`src/rtl/mult_c3x2_scheduler.sv`:
```
// Two-requester round-robin front end for the C3x2 27x18 multiplier.
// S1 holds the operands driving the multiplier; S2 holds the combined response.
module mult_c3x2_scheduler (
    input  logic         clk,
    input  logic         reset,
    input  logic [1:0]   req_valid,
    output logic [1:0]   req_ready,
    input  logic [223:0] req_op,
    output logic         rsp_valid,
    input  logic         rsp_ready,
    output logic         rsp_id,
    output logic         rsp_err,
    output logic [47:0]  rsp_data,
    output logic [53:0]  mul_a,
    output logic [53:0]  mul_b,
    output logic         mul_a_sign,
    output logic         mul_b_sign,
    output logic [1:0]   mul_mode,
    input  logic [44:0]  mul_result_0,
    input  logic [44:0]  mul_result_1,
    input  logic [3:0]   mul_sidm_carry
);

    typedef enum logic [1:0] {
        MODE_27X18 = 2'b00,
        MODE_SIDM  = 2'b01,
        MODE_RSV2  = 2'b10,
        MODE_RSV3  = 2'b11
    } mode_e;

    logic         s1_v_q, s1_v_d;
    logic [111:0] s1_op_q, s1_op_d;
    logic         s1_id_q, s1_id_d;
    logic         rr_last_q, rr_last_d;
    logic         rsp_valid_q, rsp_valid_d;
    logic         rsp_id_q, rsp_id_d;
    logic         rsp_err_q, rsp_err_d;
    logic [47:0]  rsp_data_q, rsp_data_d;

    logic [1:0]   grant;
    logic         s2_acc, s1_acc;
    logic         hs, hs_id;
    mode_e        s1_mode;
    logic         s1_rsv;
    logic         s1_a_sign, s1_b_sign;
    logic [44:0]  sum45;
    logic [28:0]  lo_sum;
    logic [19:0]  lo, hi;
    logic [47:0]  comb_data;

    // On a tie the requester that lost the previous handshake wins.
    always_comb begin
        grant = 2'b00;
        case (req_valid)
            2'b01:   grant = 2'b01;
            2'b10:   grant = 2'b10;
            2'b11:   grant = rr_last_q ? 2'b01 : 2'b10;
            default: grant = 2'b00;
        endcase
    end

    assign s2_acc    = !rsp_valid_q || rsp_ready;
    assign s1_acc    = !s1_v_q || s2_acc;
    assign req_ready = reset ? 2'b00 : (grant & {2{s1_acc}});
    assign hs        = |(req_valid & req_ready);
    assign hs_id     = req_ready[1];

    assign s1_mode   = mode_e'(s1_op_q[111:110]);
    assign s1_rsv    = (s1_mode == MODE_RSV2) || (s1_mode == MODE_RSV3);
    assign s1_a_sign = s1_op_q[109];
    assign s1_b_sign = s1_op_q[108];

    // Reserved ops still occupy the pipeline but present an idle multiplier.
    always_comb begin
        mul_a      = '0;
        mul_b      = '0;
        mul_a_sign = 1'b0;
        mul_b_sign = 1'b0;
        mul_mode   = MODE_27X18;
        if (s1_v_q && !s1_rsv) begin
            mul_mode   = s1_op_q[111:110];
            mul_a_sign = s1_a_sign;
            mul_b_sign = s1_b_sign;
            mul_a      = s1_op_q[107:54];
            mul_b      = s1_op_q[53:0];
        end
    end

    assign sum45  = mul_result_0 + mul_result_1;
    assign lo_sum = {mul_sidm_carry[1:0], mul_result_0[26:0]} + {2'b00, mul_result_1[26:0]};
    assign lo     = 20'(lo_sum >> 9);
    assign hi     = {mul_sidm_carry[3:2], mul_result_0[44:27]} + {2'b00, mul_result_1[44:27]};

    always_comb begin
        comb_data = '0;
        case (s1_mode)
            MODE_27X18: comb_data = (s1_a_sign || s1_b_sign) ? {{3{sum45[44]}}, sum45}
                                                             : {3'b000, sum45};
            MODE_SIDM:  comb_data = {8'h00, hi, lo};
            default:    comb_data = '0;
        endcase
    end

    always_comb begin
        s1_v_d      = s1_v_q;
        s1_op_d     = s1_op_q;
        s1_id_d     = s1_id_q;
        rr_last_d   = rr_last_q;
        rsp_valid_d = rsp_valid_q;
        rsp_id_d    = rsp_id_q;
        rsp_err_d   = rsp_err_q;
        rsp_data_d  = rsp_data_q;

        // A new handshake overrides the drain of S1 in the same cycle.
        if (hs) begin
            s1_v_d    = 1'b1;
            s1_op_d   = hs_id ? req_op[223:112] : req_op[111:0];
            s1_id_d   = hs_id;
            rr_last_d = hs_id;
        end else if (s2_acc) begin
            s1_v_d = 1'b0;
        end

        if (s1_v_q && s2_acc) begin
            rsp_valid_d = 1'b1;
            rsp_id_d    = s1_id_q;
            rsp_err_d   = s1_rsv;
            rsp_data_d  = comb_data;
        end else if (rsp_ready) begin
            rsp_valid_d = 1'b0;
        end
    end

    always_ff @(posedge clk or posedge reset) begin
        if (reset) begin
            s1_v_q      <= 1'b0;
            s1_op_q     <= '0;
            s1_id_q     <= 1'b0;
            rr_last_q   <= 1'b1;
            rsp_valid_q <= 1'b0;
            rsp_id_q    <= 1'b0;
            rsp_err_q   <= 1'b0;
            rsp_data_q  <= '0;
        end else begin
            s1_v_q      <= s1_v_d;
            s1_op_q     <= s1_op_d;
            s1_id_q     <= s1_id_d;
            rr_last_q   <= rr_last_d;
            rsp_valid_q <= rsp_valid_d;
            rsp_id_q    <= rsp_id_d;
            rsp_err_q   <= rsp_err_d;
            rsp_data_q  <= rsp_data_d;
        end
    end

    assign rsp_valid = rsp_valid_q;
    assign rsp_id    = rsp_id_q;
    assign rsp_err   = rsp_err_q;
    assign rsp_data  = rsp_data_q;

endmodule
```
`config.mk`:
```
export PLATFORM = sky130hd
export DESIGN_NAME = mult_c3x2_scheduler
export DESIGN_NICKNAME = d
export VERILOG_FILES = /design/src/rtl/mult_c3x2_scheduler.sv
export SDC_FILE = /design/constraint.sdc
export NUM_CORES = 1
export LEC_CHECK = 0
export ABC_AREA = 1
export CAP_MARGIN = 20
export CORE_AREA = 2 2 191 193
export CTS_CLUSTER_DIAMETER = 60
export DETAILED_ROUTE_END_ITERATION = 8
export DIE_AREA = 0 0 193 195
export GPL_TIMING_DRIVEN = 0
export PLACE_DENSITY = 0.73
export SYNTH_ARGS = -nofsm -noshare
export SYNTH_HDL_FRONTEND = slang
export SYNTH_SLANG_ARGS = --single-unit
export TNS_END_PERCENT = 1
```
`constraint.sdc`:
```
create_clock -name clk -period 10.06 [get_ports clk]
set_input_delay 2.012 -clock clk [delete_from_list [all_inputs] [get_ports clk]]
set_output_delay 2.012 -clock clk [all_outputs]
set_load 0.03 [all_outputs]
```
Word level (Yosys, flattened, before mapping)
Index checks and enable logic that the tools add are counted.
- bits in registers: 166
- output and inout port bits: 165
- input port bits: 323
- word-level logic and storage cells: 47
- $add $sub $neg: 3
- muxes and demuxes: 15
- equal/unequal tests: 6
- bitwise logic cells: 2
- reductions and logical operators: 13
- operator list (kind ; number):
    2-to-1 mux 112 bit ; 1
    2-to-1 mux 54 bit ; 2
    one-hot mux 48 bit (2 select lines) ; 1
    2-to-1 mux 48 bit ; 1
    adder 45 bit ; 1
    adder 29 x 27 -> 29 bit ; 1
    adder 20 x 18 -> 20 bit ; 1
    == test 2 bit, second input constant ; 4
    2-to-1 mux 1 bit ; 6
    2-to-1 mux 2 bit ; 3
    one-hot mux 2 bit (3 select lines) ; 1
    bitwise AND 2 bit ; 2
    == test 2 x 1 -> 1 bit, second input constant ; 2
    logical OR 1 bit ; 4
    nonzero test 2 bit ; 2
    logical NOT 1 bit ; 3
    logical AND 1 bit ; 2
    logical NOT 2 bit ; 1
    OR reduction 2 bit ; 1

Longest topological paths before layout
Gate-level depths: netlist of the first run.
- depth in word-level cells: 8
- depth in mapped cells: 17
- depth with buffers taken out: 17

Worst setup path after synthesis of the first run
No wires, ideal clock.
- kind: in2out
- from: in reset
- to: out req_ready[1]
- path slack: 1.500 ns
- cell stages on the path: 4
- data required time: 8.048 ns
- buffers on the path: 1
- arrival: 6.548 ns
- cell sequence: inv_1 nand3_2 inv_2 buf_2
- word-level cells in the longest chain between the ends: 1
- RTL lines (element ; line ; text):
    start: declaration ; 5 ; input logic reset,
    2-to-1 mux 2 bit ; 64 ; assign req_ready = reset ? 2'b00 : (grant & {2{s1_acc}});
    end: declaration ; 7 ; output logic [1:0] req_ready,
Every way passes these cells.

Worst setup path in the final report of the first run
Same ends and word-level chain as after synthesis.

==> results of run 1 <==
## cell usage in the layout (no fill, tap or decap), types with 6 or more instances in the layout
cell type	netlist	layout
ha_1	45	45
inv_1	294	293
inv_2	10	10
a22oi_1	111	111
nand3b_1	10	10
dfrtp_1	163	163
clkbuf_1	36	40
nor2_2	7	7
nand2_1	580	580
nor2_1	221	221
o21bai_1	6	6
buf_4	9	9
diode_2	0	11
o21ai_1	6	6
nand2_2	14	14
clkbuf_16	0	17
clkdlybuf4s50_1	0	486
nand4_1	14	14
nand3_1	96	96
buf_2	35	35
o21ai_0	23	23
a21oi_1	175	175
## layer usage
layer / GRT usage (%) / vias to the layer above
met5: 0 / -
met4: 13.1 / 6
met3: 7.05 / 111
met2: 53.4 / 550
met1: 35.9 / 6846
li1: - / 7105
## where the power goes
part / internal, mW / switching [mW] / total, mW
Clock: 0.370 / 0.281 / 0.651
Combinational: 0.692 / 1.14 / 1.84
Sequential: 0.892 / 0.109 / 1.00
## stage by stage
step / worst slack, ns / power, mW
finish: 3.03 / 3.49
global route: 2.74 / 3.69
CTS: 2.89 / 3.50
detailed placement: 2.90 / 2.84
global placement: -2.09 / 2.82
floorplan: 1.50 / 2.02
## cell type report
| cell class | count | area share [%] |
|---|---|---|
| diodes | 11 | 0.149 |
| plain buffers | 83 | 2.19 |
| clock buffers | 22 | 2.46 |
| clock inverters | 9 | 0.575 |
| inverters | 306 | 6.25 |
| multi-input cells | 1369 | 36.6 |
| flip-flops and latches | 164 | 22.2 |
| well taps | 461 | 3.12 |
| repair buffers | 487 | 26.5 |
## cells by family after synthesis
kind of cell / count (synthesis) / synth area share (%)
AND/OR/NAND/NOR: 970 / 32.3
buffers and inverters: 389 / 12.5
AO/OA/AOI/OAI: 344 / 16.8
flip-flops: 164 / 33.0
adder cells (fa/ha/maj): 47 / 4.85
XOR/XNOR: 7 / 0.554
other: 1 / 0.0302
## sequential cells by signal, summed over array words and instances (netlist names)
register,count
rsp_err,1
rr_last_q,1
rsp_valid,1
s1_op_q,112
rsp_id,1
rsp_data,46
s1_v_q,1
s1_id_q,1
## worst max-delay path, stage by stage
cell and delay [ns]:
clkdlybuf4s50_1 0.49, inv_8 0.41, buf_16 0.42, nand3_2 0.30
inv_2 0.28, buf_2 0.29, clkdlybuf4s50_1 0.76
## final timing paths
check                                         start                        to  slack (ns)  cells past startpoint
setup reg to reg           s1_op_q[111]$_DFFE_PP0P_  rsp_data[26]$_DFFE_PP0P_        7.60                      6
max in group asynchronous                     reset  rsp_data[43]$_DFFE_PP0P_        7.12                      3
hold / removal             rsp_data[15]$_DFFE_PP0P_  rsp_data[15]$_DFFE_PP0P_        0.48                      2
hold reg to reg            rsp_data[15]$_DFFE_PP0P_  rsp_data[15]$_DFFE_PP0P_        0.48                      2
min in group asynchronous                     reset   rsp_data[6]$_DFFE_PP0P_        2.03                      2
setup / recovery                              reset              req_ready[1]        3.03                      7
## Yosys cell counts, types with 2 or more instances
cell type	instances
nand2_1	580
inv_1	294
nor2_1	221
a21oi_1	175
dfrtp_1	163
a22oi_1	111
nand3_1	96
ha_1	45
clkbuf_1	36
buf_2	35
o21ai_0	23
nand2_2	14
nand4_1	14
inv_2	10
nand3b_1	10
buf_4	9
nor2_2	7
o21ai_1	6
o21bai_1	6
nor3_1	5
or2_2	5
xor2_1	5
a31oi_1	4
nor2_4	4
nor3_2	4
o21ai_2	4
or2_1	4
a21boi_0	3
nand3_2	3
a21oi_2	2
and2_1	2
buf_6	2
clkinv_1	2
fa_1	2
==> flow_summary.yaml, run 1 <==
setup_path:
  arrival_ns: 5.02
  crit_fanout: 95
  startpoint_type: "input pin"
  cp.required_ns: 8.05
  endpoint_kind: "primary output"
  crit_type: "input pin to primary output"
timing:
  fin_worst_skew_ns: 0.0124
  rsz0062_at_grt: "false"
  holdWs_ns: 0.482
  period_share_pct: 69.9
  relSlewSlack_pct: 42.3
  finalSetupViolCount: 0
  setup_tns_ns: 0
  finalHoldViolations: 0
  period_minus_slack_ns: 7.03
  worst_pin_slew_ns: 0.862
  slew_violations: 0
  fmax_ghz: 0.142
synth:
  synth_edf_count: 0
  yosysWarnings: 0
  yosysUniqueCellTypes: 50
  syn_area_mm2: 0.0124
  ys_seq_elements: 164
  syn_nets: 2292
  yosys.area.top_type: "dfrtp_1"
  netlist_instances: 1922
  synth.avg_cell_area_um2: 6.47
  synth-main-ff-cell: "dfrtp_1"
  ys_seq_area_share_pct: 33.0
  synth_area_leaders: "dfrtp_1 33%, nand2_1 18%, inv_1 8.9%, a21oi_1 7.0%, a22oi_1 6.7%"
  yosysTopAreaCellShare_pct: 32.8
  async_reset_ff_share_pct: 100
cts:
  cts_resized: 0
  cts_tree: "built"
  cts_sinks: 164
  post_cts_buffers: 0
  clk_latency_ns: 0.43
  htreeDepth: 4
  cts_buffers: 17
  clkTransAtPathRegs_ns: 0.06
  root_buffer: "clkbuf_16"
  cts_buffer_depth: 2
  cts_hold_buf: 0
route:
  ant_nets: 0
  firstDrtPassIters: 8
  wl_met3_mm: 4.28
  wirelength_mm: 58.3
  wl_met1_mm: 22.9
  top_layer: "met5"
  wl_met2_mm: 28.5
  via_per_inst: 5.02
  via_count: 14600
  drtIter0Drc: 938
  wire_per_inst_um: 20.0
  route.detailed.drc: 0
global_routing:
  grt_overflow_total: 0
  first_global_vias: 14700
  grt_max_degree: 96
  grtUsageTotal_pct: 30.7
  antenna_found_initial: 13
  grt_first_pass_wirelength_mm: 86.0
final_layout:
  final_cells: 2912
  final_area_mm2: 0.0185
  drive_above_1_share_pct: 5.49
  area_delta_synth_final_pct: 48.8
  final_nets: 2798
  fillers: 3615
  multiInputGateArea_mm2: 0.00677
  final_core_util_pct: 52.3
  seqCellArea_mm2: 0.00411
flow_run:
  maxCapViolCount: 0
power:
  power_density_mw_per_mm2: 189
  power.leakage_nw: 9.01
  ir_drop_mv: 0.112
placement:
  dpl.hpwl_mm: 48.3
  numPortBuffers: 486
  gp_congestion: 1.01
  place_area_mm2: 0.0179
  dp.cells: 2870
die:
  start_util_pct: 35.1
  dieArea_mm2: 0.0376
  die_x_um: 193
  core_area_mm2: 0.0354
  io_pins: 488
  die-height_um: 195
  rows: 69
outcome:
  outcome: "completed"
hold_path:
  hold_path.class: "flop to flop"
Power figures use the tool's default switching activity.
==> inputs of run 2 (changes only) <==
==> constraint.sdc (replaced) <==
create_clock -name clk -period 6.6 [get_ports clk]
set_input_delay 1.32 -clock clk [delete_from_list [all_inputs] [get_ports clk]]
set_output_delay 1.32 -clock clk [all_outputs]
set_load 0.03 [all_outputs]
==> flow_summary.yaml, run 2 (synthesis gave the netlist of run 1 again) <==
final_layout:
  largest_reg_flops: 112
  final_area_mm2: 0.0186
  area_delta_synth_final_pct: 49.4
  largest_register: "s1_op_q"
  final_nets: 2801
  final_cell_mix: "580 x nand2_1, 486 x clkdlybuf4s50_1, 293 x inv_1"
  final_cells: 2915
  layout_commonest_cell: "nand2_1"
  drive_above_1_share_pct: 5.69
  final_core_util_pct: 52.5
timing:
  rsz0062_at_grt: "false"
  finalHoldViolations: 0
  slew_violations: 0
  fin_worst_skew_ns: 0.0107
  fmax_ghz: 0.188
  relSlewSlack_pct: 41.2
  setup_slack_ns: 1.29
  worst_pin_slew_ns: 0.883
  holdWs_ns: 0.473
  setup_tns_ns: 0
  finalSetupViolCount: 0
  period_share_pct: 80.4
  period_minus_slack_ns: 5.31
die:
  start_util_pct: 35.1
  rows: 69
  dieArea_mm2: 0.0376
  io_pins: 488
  die-height_um: 195
  die_x_um: 193
  core_area_mm2: 0.0354
cts:
  clkTransAtPathRegs_ns: 0.06
  post_cts_buffers: 0
  cts_buffer_depth: 2
  root_buffer: "clkbuf_16"
  clk_latency_ns: 0.44
  cts_tree: "built"
  cts_buffers: 17
  cts_resized: 0
  cts_sinks: 164
  htreeDepth: 4
  cts_hold_buf: 0
placement:
  pre_cts_ws_ns: 1.21
  numPortBuffers: 486
  dp.cells: 2873
  place_area_mm2: 0.0180
  dpl.hpwl_mm: 46.1
  gp_congestion: 1.01
route:
  via_per_inst: 5.10
  wirelength_mm: 56.0
  drtIter0Drc: 985
  ant_nets: 0
  route.detailed.drc: 0
  via_count: 14900
  wire_per_inst_um: 19.2
  firstDrtPassIters: 7
global_routing:
  grt_max_degree: 42
  first_global_vias: 14900
  antenna_found_initial: 12
  grt_overflow_total: 0
  grt_first_pass_wirelength_mm: 83.3
  grtUsageTotal_pct: 29.2
setup_path:
  arrival_ns: 3.99
  reg2reg_from: "s1_op_q[111]$_DFFE_PP0P_"
  r2r_slack_ns: 4.23
  crit_fanout: 40
  endpoint_kind: "primary output"
  crit_type: "input pin to primary output"
  r2r-end: "rsp_data[26]$_DFFE_PP0P_"
  startpoint_type: "input pin"
  cp.required_ns: 5.28
  r2r_cells: 6
power:
  ir_drop_mv: 0.171
  power.switching_mw: 2.33
  seq_power_share_pct: 28.5
  combPwrFrac_pct: 52.3
  total_power_mw: 5.33
  swShare_pct: 43.7
  clock_power_share_pct: 19.2
  p_int_mw: 3.00
  power_density_mw_per_mm2: 287
  power.leakage_nw: 9.04
outcome:
  outcome: "completed"
flow_run:
  maxCapViolCount: 0
hold_path:
  hold_depth: 2
  hold_path_end: "rr_last_q$_DFFE_PP1P_"
  hold_path.class: "flop to flop"
  hold_start: "rr_last_q$_DFFE_PP1P_"
run 2: cell count changes in the layout (fill, tap and decap cells not counted):
cell        previous run  this run
diode_2               11        10
clkbuf_1              40        39
clkinv_2               3         1
clkbuf_8               1         2
inv_6                  0         3
buf_16                 1         0
clkinvlp_4             3         4
inv_8                  1         0
buf_12                 0         4
run 2: worst max path at each step:
stage / start / end / slack [ns] / cells past startpoint
finish: reset / req_ready[1] / 1.29 / 7
global route: reset / req_ready[1] / 1.11 / 7
CTS: reset / req_ready[1] / 1.20 / 7
detailed placement: reset / req_ready[1] / 1.21 / 7
global placement: reset / req_ready[1] / -2.26 / 6
floorplan: reset / req_ready[1] / 0.71 / 4
run 2: worst max-delay path, stage by stage:
cell and delay [ns]:
clkdlybuf4s50_1 0.44, clkinvlp_4 0.31, buf_12 0.29, nand3_2 0.26, inv_2 0.27, buf_2 0.31
clkdlybuf4s50_1 0.75
run 2: cell type report:
cell class	count	area [µm²]
fillers	3522	16800
multi-input cells	1369	6770
repair buffers	490	4940
flip-flops and latches	164	4110
inverters	306	1150
well taps	461	577
clock buffers	22	464
plain buffers	83	405
clock inverters	10	123
diodes	10	25.0
run 2: power groups by stage:
stage	combinational, mW	clock (mW)	sequential (mW)
detailed placement	2.77	0	1.53
global route	3.00	1.07	1.55
CTS	2.79	1.03	1.52
floorplan	1.31	0	1.77
global placement	2.74	0	1.53
finish	2.79	1.02	1.52
run 2: per-layer routing:
layer | track usage [%] | part of all wire [%] | up-vias
met5 | 0 | 0.048 | -
li1 | - | - | 7112
met1 | 33.7 | 38 | 6951
met2 | 50.7 | 49 | 654
met4 | 15.0 | 5.2 | 4
met3 | 6.15 | 7.7 | 147
